===== src/rtl/edge_bit_counter_if.sv =====
// -----------------------------------------------------------------------------
// edge_bit_counter_if
//   Bundles the signals exchanged between the UART RX FSM and the edge/bit
//   timing counter.
//
//   Signals:
//     enable   : count enable, high for the whole frame (driven by the FSM)
//     bit_cnt  : bit index within the frame, 0..FRAME_BITS-1 (from counter)
//     edge_cnt : oversampling edge within the bit, 0..PRESCALE-1 (from counter)
//
//   Modports:
//     master : RX FSM / sampler side (drives enable, observes the counts)
//     slave  : counter side (observes enable, drives the counts)
// -----------------------------------------------------------------------------
interface edge_bit_counter_if;
  logic       enable;
  logic [3:0] bit_cnt;
  logic [3:0] edge_cnt;

  modport master (
    output enable,
    input  bit_cnt,
    input  edge_cnt
  );

  modport slave (
    input  enable,
    output bit_cnt,
    output edge_cnt
  );
endinterface


===== src/rtl/edge_bit_counter.sv =====
// -----------------------------------------------------------------------------
// edge_bit_counter
//   Timing counter for the UART receiver. edge_cnt counts oversampling clock
//   edges inside one serial bit; bit_cnt counts bit positions inside a frame.
//   While enable is high the pair advances once per clock and wraps after
//   PRESCALE*FRAME_BITS cycles; while enable is low both are cleared on every
//   clock edge.
//
//   Parameters:
//     PRESCALE   : oversampling clocks per bit, 2..16
//     FRAME_BITS : bits per frame, 1..16
//
//   Ports:
//     clk : oversampling clock, rising-edge active
//     rst : asynchronous active-low reset, clears both counters
//     bus : slave side of edge_bit_counter_if (enable in, counts out)
// -----------------------------------------------------------------------------
module edge_bit_counter #(
  parameter int PRESCALE   = 16,
  parameter int FRAME_BITS = 10
) (
  input  logic                 clk,
  input  logic                 rst,
  edge_bit_counter_if.slave    bus
);

  localparam logic [3:0] EDGE_LAST = 4'(PRESCALE - 1);
  localparam logic [3:0] BIT_LAST  = 4'(FRAME_BITS - 1);

  logic [3:0] edge_q, edge_d;
  logic [3:0] bit_q,  bit_d;

  // Next-state logic. Wrapping is done by comparison against the limits rather
  // than by 4-bit overflow, so any parameter setting stays in range. Using
  // ">=" / ">" means a counter that somehow holds an out-of-range value is
  // pulled back to 0 on the next enabled edge.
  always_comb begin
    edge_d = 4'd0;
    bit_d  = 4'd0;
    if (bus.enable) begin
      if (edge_q >= EDGE_LAST) begin
        edge_d = 4'd0;
        bit_d  = (bit_q >= BIT_LAST) ? 4'd0 : bit_q + 4'd1;
      end else begin
        edge_d = edge_q + 4'd1;
        bit_d  = (bit_q > BIT_LAST) ? 4'd0 : bit_q;
      end
    end
  end

  always_ff @(posedge clk or negedge rst) begin
    if (!rst) begin
      edge_q <= 4'd0;
      bit_q  <= 4'd0;
    end else begin
      edge_q <= edge_d;
      bit_q  <= bit_d;
    end
  end

  assign bus.edge_cnt = edge_q;
  assign bus.bit_cnt  = bit_q;

endmodule


===== src/flat_wrapper.sv =====
// flat-port wrapper written by rule: the top's interface ports become plain ports
module edge_bit_counter_flat 
#(
  parameter int PRESCALE   = 16,
  parameter int FRAME_BITS = 10
)
  (clk, rst, bus_enable, bus_bit_cnt, bus_edge_cnt);
  edge_bit_counter_if bus_i ();
  input  logic clk;
  input  logic rst;
  input wire logic [$bits(bus_i.enable)-1:0] bus_enable;
  output wire logic [$bits(bus_i.bit_cnt)-1:0] bus_bit_cnt;
  output wire logic [$bits(bus_i.edge_cnt)-1:0] bus_edge_cnt;
  assign bus_i.enable = bus_enable;
  assign bus_bit_cnt = bus_i.bit_cnt;
  assign bus_edge_cnt = bus_i.edge_cnt;
  edge_bit_counter #(.PRESCALE(PRESCALE), .FRAME_BITS(FRAME_BITS)) u_core (.clk(clk), .rst(rst), .bus(bus_i));
endmodule

===== config.mk =====
export PLATFORM = sky130hd
export DESIGN_NAME = edge_bit_counter_flat
export DESIGN_NICKNAME = d
export VERILOG_FILES = /design/src/rtl/edge_bit_counter_if.sv /design/src/rtl/edge_bit_counter.sv /design/src/flat_wrapper.sv
export SDC_FILE = /design/constraint.sdc
export NUM_CORES = 1
export LEC_CHECK = 0
export BUFFER_PORTS_ARGS = -buffer_cell sky130_fd_sc_hd__buf_2
export CAP_MARGIN = 20
export CELL_PAD_IN_SITES_DETAIL_PLACEMENT = 0
export CELL_PAD_IN_SITES_GLOBAL_PLACEMENT = 1
export CORE_AREA = 2 2 39 41
export DETAILED_ROUTE_END_ITERATION = 8
export DIE_AREA = 0 0 41 43
export GPL_ROUTABILITY_DRIVEN = 0
export PLACE_DENSITY_LB_ADDON = 0.08
export SLEW_MARGIN = 15
export SYNTH_ARGS = -nofsm -noshare
export SYNTH_HDL_FRONTEND = slang
export SYNTH_SLANG_ARGS = --single-unit

===== constraint.sdc =====
create_clock -name clk -period 1.9 [get_ports clk]
set_clock_uncertainty 0.05 [all_clocks]
set_input_delay 0.19 -clock clk [delete_from_list [all_inputs] [get_ports clk]]
set_output_delay 0.19 -clock clk [all_outputs]
set_load 0.05 [all_outputs]

; Yosys cells after proc, flatten, opt, wreduce, memory -nomap -nowiden
; Index checks and enable logic that the tools add are counted.
[totals]
regBits = 8
input_bits = 3
output_inout_bits = 8
elab_cells = 14
[op_classes]
add_sub_neg = 2
magnitude_cmp = 3
n_eq_ne = 1
n_mux = 6
[ops]
columns = operator, count
row1 = 2-to-1 mux 4 bit, 6
row2 = adder 4 x 1 -> 4 bit (second input constant), 2
row3 = greater-or-equal comparator 4 bit (second input constant), 2
row4 = greater-than comparator 4 bit (second input constant), 1
row5 = inequality test 3 x 1 -> 1 bit (second input constant), 1

; Longest topological paths before layout
; Gate-level depths: netlist of the first run.
[logic_depth]
depth_word = 4
mapped_depth = 5
ltp_nobuf = 5

; Worst setup path after synthesis of the first run
; No wires, ideal clock.
[synth_path]
path_type = register to register
from = register u_core.bit_q[1], in the netlist u_core.bus.bit_cnt[1]
to = register u_core.bit_q[0], in the netlist u_core.bus.bit_cnt[0]
setup_time_ns = 0.065
t_arrival_ns = 1.772
required_time_ns = 1.785
path_slack_ns = 0.013
stages_incl_launch_ff = 6
synth_period_minus_slack_ns = 1.887
path_cell_list = dfrtp_1 inv_1 ha_1 or3b_4 a211oi_1 o21a_1
[synth_between]
elab_chain_len = 4
elab_cells_between_ends = 6
classes_between = 2 x order compare / 1 x eq/ne / 3 x mux
[synth_rtl]
columns = item, line_no
row1 = from (decl), edge_bit_counter.sv:31  ; logic [3:0] bit_q, bit_d;
row2 = from (signal assigned), edge_bit_counter.sv:57  ; bit_q <= bit_d;
row3 = greater-or-equal comparator 4 bit, edge_bit_counter.sv:43  ; bit_d = (bit_q >= BIT_LAST) ? 4'd0 : bit_q + 4'd1;
row4 = 2-to-1 mux 4 bit, edge_bit_counter.sv:43
row5 = 2-to-1 mux 4 bit, edge_bit_counter.sv:41  ; if (edge_q >= EDGE_LAST) begin
row6 = 2-to-1 mux 4 bit, edge_bit_counter.sv:40  ; if (bus.enable) begin
; Parallel ways exist; a longest one is shown, timed or not.
; A chain may end at the register's enable or synchronous reset.

; Worst setup path after layout of the first run
[layout_path]
from = register u_core.bit_q[0], in the netlist u_core.bus.bit_cnt[0]
to = register u_core.bit_q[0], in the netlist u_core.bus.bit_cnt[0]
[layout_between]
elab_chain_len = 4
elab_cells_between_ends = 7
classes_between = 1 x add/sub / 2 x order compare / 1 x eq/ne / 3 x mux
[layout_rtl]
columns = item, line_no
row1 = adder 4 x 1 -> 4 bit or greater-or-equal comparator 4 bit (tied branches), edge_bit_counter.sv:43
row2 = 2-to-1 mux 4 bit, edge_bit_counter.sv:43
row3 = 2-to-1 mux 4 bit, edge_bit_counter.sv:41
row4 = 2-to-1 mux 4 bit, edge_bit_counter.sv:40
; Parallel ways exist; a longest one is shown, timed or not.

==> results by group, run 1 <==
Worst hold path
  – Launch point of the worst hold path: bus_enable
  – Class of the tightest hold or removal check: in2reg
  – Number of cells on the worst hold path: 2
  – Hold Path Sink: u_core.bus.bit_cnt[2]

Yosys
  – Xor and xnor fraction of the mapped netlist area: 3.65%
  – Asr flop ratio synth: 100%
  – Number of enable flip-flop cells after synthesis: 0
  – Post-synthesis average cell area: 10.9 um2
  – Top-count cell post-synth: sky130_fd_sc_hd__dfrtp_1
  – Area fraction in and, or, nand and nor cells after synthesis: 22.1%
  – Cell type with the highest aggregate area in the netlist: sky130_fd_sc_hd__dfrtp_1
  – Main combinational cell family by area after synthesis: simple AND/OR/NAND/NOR gates
  – Leading post-synthesis cells by instance count: sky130_fd_sc_hd__dfrtp_1, sky130_fd_sc_hd__a211oi_1, sky130_fd_sc_hd__ha_1
  – Number of distinct library cells after synthesis: 23
  – Synthesized net count: 51
  – Dominant register cell in the synthesized netlist: sky130_fd_sc_hd__dfrtp_1
  – Post-synthesis compound-gate area fraction: 19.0%
  – Number of flip-flops and latches in the synthesized netlist: 8
  – Mux share of post-synthesis cell area: 0%
  – Warnings, synthesis: 0
  – Mapped cell area: 480 um2
  – Cell count after synthesis: 44
  – Share of the synthesized area in the top cell type: 41.7%
  – Proportion of synthesized chip area in sequential cells: 41.7%
  – Synthesized-area fraction occupied by adder cells: 10.4%
  – Top cells by area in the synthesized netlist: sky130_fd_sc_hd__dfrtp_1, sky130_fd_sc_hd__ha_1, sky130_fd_sc_hd__a211oi_1

Drt
  – Routed vias: 392
  – First-pass DRT Iterations: 2
  – Number of design rule violations left after detail routing: 0
  – Number of DRC violations after detailed-routing iteration 0: 4
  – Total wire length: 982 um
  – Post-route antenna net violation count: 0
  – Average via count per standard cell: 5.37
  – Final routed wire length divided by cell count: 13.5 um

Worst setup path
  – Worst reg2reg path depth: 5
  – Class of the most critical setup path: reg2reg
  – Type of element launching the critical path: flip-flop
  – Reg-to-reg endpoint: u_core.bus.bit_cnt[0]
  – Arrival time reported for the critical path endpoint: 1770 ps
  – Worst path required time: 2040 ps
  – FF-to-FF Start: u_core.bus.bit_cnt[0]
  – Worst R2R Setup Slack: 260 ps
  – Endpoint kind of the worst setup timing path: flip-flop
  – Maximum fanout encountered on the critical timing path: 6

STA
  – Slew at the pin with the worst max-slew slack: 251 ps
  – Highest clock frequency the design can meet: 611 MHz
  – Endpoints failing setup: 0
  – Final hold violations: 0
  – Portion of the clock cycle consumed by the worst path in the final layout: 86.1%
  – Tmin final: 1640 ps
  – Unrepaired setup endpoints after global routing: no
  – Worst slew margin relative to its limit: 83.3%
  – Total count of max-transition violations in the final report: 0
  – Final total negative setup slack: 0 ps

Clock tree
  – Root buffer cell: sky130_fd_sc_hd__clkbuf_4
  – Clock tree from TritonCTS: yes
  – H-tree depth: 1
  – Bufs on Longest Clock Path: 2
  – Number of clock buffers inserted by TritonCTS: 3
  – Clock transition at the register clock pins on the worst setup and hold paths after CTS: 60 ps
  – Clock Sinks: 8
  – Insertion delay of the later-clocked pin in the worst-skew pair: 260 ps

Place
  – Post-detailed-placement cell area: 547 um2
  – Half-perimeter wire length after detailed placement: 763 um
  – Count of buffers inserted at the top-level ports: 10
  – Placed cells: 69

Floorplanning
  – Count of pins on the block boundary: 11
  – Starting utilization of the core area: 34.7%
  – Rows: 14
  – Die Ht: 43 um
  – Die X-Extent: 41 um
  – Area of the core: 1380 um2
  – Area enclosed by the die boundary: 1760 um2

GRT
  – Wire length of the first global-routing pass: 1750 um
  – Largest net degree at the start of global routing: 11
  – Number of global-route vias before repair: 385
  – Antenna violations before repair: 0
  – GRT Total Usage: 14.9%
  – Grt ovf: 0

Power
  – Largest vdd supply drop: 0.304 mV
  – Pwr dens: 611 nW/um2
  – Leakage Power: 0.000279 uW

Final layout
  – Area growth, synth to finish: 20.6%
  – Share of final-layout standard cells stronger than drive strength 1: 29.8%
  – ANT cells: 0
  – Count of placed standard cells in the final layout, fillers left out: 73
  – Final-stage net count: 66
  – Design Area, Final: 579 um2

Outcome
  – Result of the run: complete, no violations

Flow run
  – Maximum Capacitance Violations: 0
flip-flops by register name, indices dropped and copies added, names as in the netlist:
name / flops
u_core.bus.edge_cnt: 4
u_core.bus.bit_cnt: 4
logic make-up (layout without fill, tap and decap cells):
group | count (synthesis) | in the layout
and+or+nand+nor | 13 | 13
AOI/OAI and AO/OA | 13 | 13
DFF | 8 | 8
buffers and inverters | 4 | 17
xor gates and xnor gates | 2 | 2
adders and majority gates | 4 | 4
stage by stage:
stage	setup slack, ps	hold slack (ps)	total power, uW	util (%)
floorplan	13.3	-156	213	-
global placement	305	-10.5	227	39.5
detailed placement	270	-8.73	228	39.5
CTS	262	177	364	41.9
global route	140	192	376	41.9
finish	264	178	354	41.9
final cells by class:
type / count / area, um2
Timing Repair Buffer: 11 / 60.1
Inverter: 3 / 11.3
Sequential cell: 8 / 200
Tap cell: 16 / 20.0
Clock buffer: 3 / 22.5
Fill cell: 141 / 805
Multi-Input combinational cell: 32 / 265
critical path, stage by stage, from the launching register on:
cell and delay, ps:
sky130_fd_sc_hd__dfrtp_1 430, sky130_fd_sc_hd__inv_1 110, sky130_fd_sc_hd__ha_1 180, sky130_fd_sc_hd__or3b_4 400, sky130_fd_sc_hd__a211oi_1 240, sky130_fd_sc_hd__o21a_1 160
layer usage:
| metal | vias to the layer above | routed length, um | global-route usage, % |
|---|---|---|---|
| li1 | 190 | - | - |
| met1 | 192 | 427 | 19.0 |
| met2 | 10 | 504 | 22.5 |
| met3 | 0 | 50 | 3.14 |
| met4 | 0 | 0 | 8.00 |
| met5 | - | 0 | 0 |
placed cells by master (no fill, tap or decap):
master | Yosys | layout
sky130_fd_sc_hd__and4b_2 | 1 | 1
sky130_fd_sc_hd__a21oi_1 | 2 | 2
sky130_fd_sc_hd__nor3b_1 | 2 | 2
sky130_fd_sc_hd__nand3_2 | 1 | 1
sky130_fd_sc_hd__and3_1 | 1 | 1
sky130_fd_sc_hd__dfrtp_1 | 8 | 8
sky130_fd_sc_hd__or3b_4 | 1 | 1
sky130_fd_sc_hd__xnor2_1 | 1 | 1
sky130_fd_sc_hd__a211oi_1 | 4 | 4
sky130_fd_sc_hd__xor2_1 | 1 | 1
sky130_fd_sc_hd__and4bb_2 | 1 | 1
sky130_fd_sc_hd__nor2_1 | 1 | 1
sky130_fd_sc_hd__clkbuf_4 | 0 | 3
sky130_fd_sc_hd__o21a_1 | 3 | 3
sky130_fd_sc_hd__o21bai_1 | 1 | 1
sky130_fd_sc_hd__nand4b_1 | 2 | 2
sky130_fd_sc_hd__buf_2 | 0 | 10
sky130_fd_sc_hd__o31a_1 | 1 | 1
sky130_fd_sc_hd__nand4_1 | 1 | 1
sky130_fd_sc_hd__ha_1 | 4 | 4
sky130_fd_sc_hd__dlygate4sd3_1 | 0 | 1
sky130_fd_sc_hd__inv_1 | 3 | 3
sky130_fd_sc_hd__a21boi_0 | 1 | 1
sky130_fd_sc_hd__and2_1 | 2 | 2
sky130_fd_sc_hd__o21ai_0 | 1 | 1
power by group:
group	total (uW)	switching [uW]	leakage (uW)	internal (uW)
logic	43.0	30.5	0.000156	12.5
registers	183	7.33	0.000109	176
clock network	128	55.7	0.0000138	72.1
total	354	93.6	0.000279	260
worst max-delay path by stage:
stage                     startpoint  depth (start not counted)                    end
6_report       u_core.bus.bit_cnt[0]                          5  u_core.bus.bit_cnt[0]
2_1_floorplan  u_core.bus.bit_cnt[1]                          5  u_core.bus.bit_cnt[0]
3_5_place_dp   u_core.bus.bit_cnt[0]                          5  u_core.bus.bit_cnt[2]
3_3_place_gp   u_core.bus.bit_cnt[0]                          5  u_core.bus.bit_cnt[2]
4_1_cts        u_core.bus.bit_cnt[0]                          5  u_core.bus.bit_cnt[0]
5_1_grt        u_core.bus.bit_cnt[0]                          5  u_core.bus.bit_cnt[2]
repair_timing:
item,CTS,global route
endpoints found under the hold margin,8,0
setup buffers,0,0
gates resized for setup,0,0
hold buffers,1,0
No activity file was read; power rests on OpenSTA's default activity.
==> inputs of run 2 (changes only) <==
--- a/config.mk
+++ b/config.mk
@@ -13,7 +13,7 @@
 export DETAILED_ROUTE_END_ITERATION = 8
 export DIE_AREA = 0 0 41 43
 export GPL_ROUTABILITY_DRIVEN = 0
-export PLACE_DENSITY_LB_ADDON = 0.08
+export PLACE_DENSITY = 0.71
 export SLEW_MARGIN = 15
 export SYNTH_ARGS = -nofsm -noshare
 export SYNTH_HDL_FRONTEND = slang
==> run 2 against run 1 <==
  * Non-clock buffer count unchanged
  * Critical path depth unchanged
  * Fmax increased by 0.21%
  * Sequential share of layout area unchanged
  * Critical endpoint is now u_core.bus.bit_cnt[2]
==> results by group, run 2 (synthesized netlist as in run 1, its figures left out) <==
Power
  – Pwr dens: 601 nW/um2
  – Switching power of the nets: 88.0 uW
  – Proportion of power drawn by the clock network: 35.0%
  – Design Power: 348 uW
  – Net switching share of the total power: 25.3%
  – Internal power: 260 uW
  – Combinational Power Share: 12.4%
  – Share of power burned in registers: 52.6%
  – Largest vdd supply drop: 0.377 mV
  – Leakage Power: 0.000279 uW

GRT
  – Met1 GRT Util: 18.3%
  – Number of global-route vias before repair: 339
  – Met2 global-route usage: 16.9%
  – Grt ovf: 0
  – Most congested layer reported by global routing: met1
  – GRT Total Usage: 12.6%
  – Wire length of the first global-routing pass: 1500 um
  – Antenna violations before repair: 0
  – Largest net degree at the start of global routing: 11
  – Global routing met3 resource utilization: 1.57%

Drt
  – Number of DRC violations after detailed-routing iteration 0: 3
  – Average via count per standard cell: 5.30
  – Post-route antenna net violation count: 0
  – Number of design rule violations left after detail routing: 0
  – Routed vias: 387
  – Final routed wire length divided by cell count: 12.6 um
  – Total wire length: 923 um
  – First-pass DRT Iterations: 4

Clock tree
  – Clock tree from TritonCTS: yes
  – Total setup buffers inserted after CTS: 0
  – H-tree depth: 1
  – Root buffer cell: sky130_fd_sc_hd__clkbuf_4
  – Clock Sinks: 8
  – Number of clock buffers inserted by TritonCTS: 3
  – Insertion delay of the later-clocked pin in the worst-skew pair: 240 ps
  – Bufs on Longest Clock Path: 2
  – Clock transition at the register clock pins on the worst setup and hold paths after CTS: 50 ps

Worst setup path
  – Critical Path Slowest Stage Cell: sky130_fd_sc_hd__dfrtp_1
  – Endpoint kind of the worst setup timing path: flip-flop
  – FF-to-FF Start: u_core.bus.bit_cnt[0]
  – Worst reg2reg path depth: 5
  – Startpoint of the worst setup timing path: u_core.bus.bit_cnt[0]
  – Maximum fanout encountered on the critical timing path: 6
  – Largest incremental delay on the critical path: 430 ps
  – Worst path required time: 2030 ps
  – Series of cell instances along the critical path: inv_1, ha_1, or3b_4, a211oi_1, o21a_1
  – Type of element launching the critical path: flip-flop
  – Arrival time reported for the critical path endpoint: 1770 ps
  – Class of the most critical setup path: reg2reg

Final layout
  – ANT cells: 0
  – Area growth, synth to finish: 20.6%
  – Most common cell after layout, fill and taps aside: sky130_fd_sc_hd__buf_2
  – Final-stage net count: 66
  – Count of placed standard cells in the final layout, fillers left out: 73
  – Most used cells in the layout excluding fill and tap cells: sky130_fd_sc_hd__buf_2, sky130_fd_sc_hd__dfrtp_1, sky130_fd_sc_hd__a211oi_1, sky130_fd_sc_hd__ha_1
  – Share of final-layout standard cells stronger than drive strength 1: 29.8%

STA
  – Worst slew margin relative to its limit: 82.1%
  – Portion of the clock cycle consumed by the worst path in the final layout: 85.9%
  – Highest clock frequency the design can meet: 613 MHz
  – Minimum hold slack: 191 ps
  – Slack of the critical path: 268 ps
  – Final total negative setup slack: 0 ps
  – Endpoints failing setup: 0
  – Final hold violations: 0
  – Slew at the pin with the worst max-slew slack: 269 ps
  – Total count of max-transition violations in the final report: 0
  – Tmin final: 1630 ps
  – Unrepaired setup endpoints after global routing: no

Place
  – Half-perimeter wire length after detailed placement: 700 um
  – Count of buffers inserted at the top-level ports: 10
  – Placed cells: 69
  – DP Worst Slack: 265 ps

Outcome
  – Result of the run: complete, no violations

Worst hold path
  – Class of the tightest hold or removal check: in2reg
  – Number of cells on the worst hold path: 2
  – Launch point of the worst hold path: bus_enable

Flow run
  – Maximum Capacitance Violations: 0

Floorplanning
  – Die Ht: 43 um
  – Count of pins on the block boundary: 11
  – Die X-Extent: 41 um
  – Area enclosed by the die boundary: 1760 um2
  – Area of the core: 1380 um2
  – Starting utilization of the core area: 34.7%
  – Rows: 14
run 2: power by group through the flow:
stage                     clock network, uW  logic, uW  registers, uW
final                                   122       43.2            183
after global routing                    141       46.7            184
after CTS                               130       44.0            183
after detailed placement                  0       42.4            186
after global placement                    0       42.3            186
after floorplan                           0       9.44            203
run 2: final timing paths:
check | end | slack, ps
max | u_core.bus.bit_cnt[2] | 270
min | u_core.bus.bit_cnt[0] | 190
max reg2reg | u_core.bus.bit_cnt[2] | 270
min reg2reg | u_core.bus.edge_cnt[0] | 460
max in group asynchronous | u_core.bus.bit_cnt[3] | 1360
min in group asynchronous | u_core.bus.edge_cnt[3] | 270
run 2: area by class of cell:
class	instances	area (um2)
repair buffers	11	60.1
inverters	3	11.3
flip-flops and latches	8	200
well taps	16	20.0
clock buffers	3	22.5
multi-input cells	32	265
fillers	146	805
run 2: repair_timing:
item / in CTS / in global routing
endpoints found under the hold margin: 8 / 0
resized for setup: 0 / 0
hold buffers: 1 / 0
run 2: critical path, delay by kind of cell, from the launching register on:
kind / cells / cell delay (ps)
flops: 1 / 430
compound gates: 2 / 420
simple gates: 1 / 390
fa+ha+maj: 1 / 180
buf+inv: 1 / 100
run 2: metrics by stage:
stage | cell area [um2] | util [%]
floorplan | 480 | -
global placement | 547 | 39.5
detailed placement | 547 | 39.5
CTS | 579 | 41.9
global route | 579 | 41.9
finish | 579 | 41.9
run 2: routing by layer:
layer  part of all wire, %  wire, um  up-vias
met1                    48       441      186
met5                     0         0        -
met2                    47       436        9
met4                  0.54         5        0
li1                      -         -      190
met3                   4.3        40        2
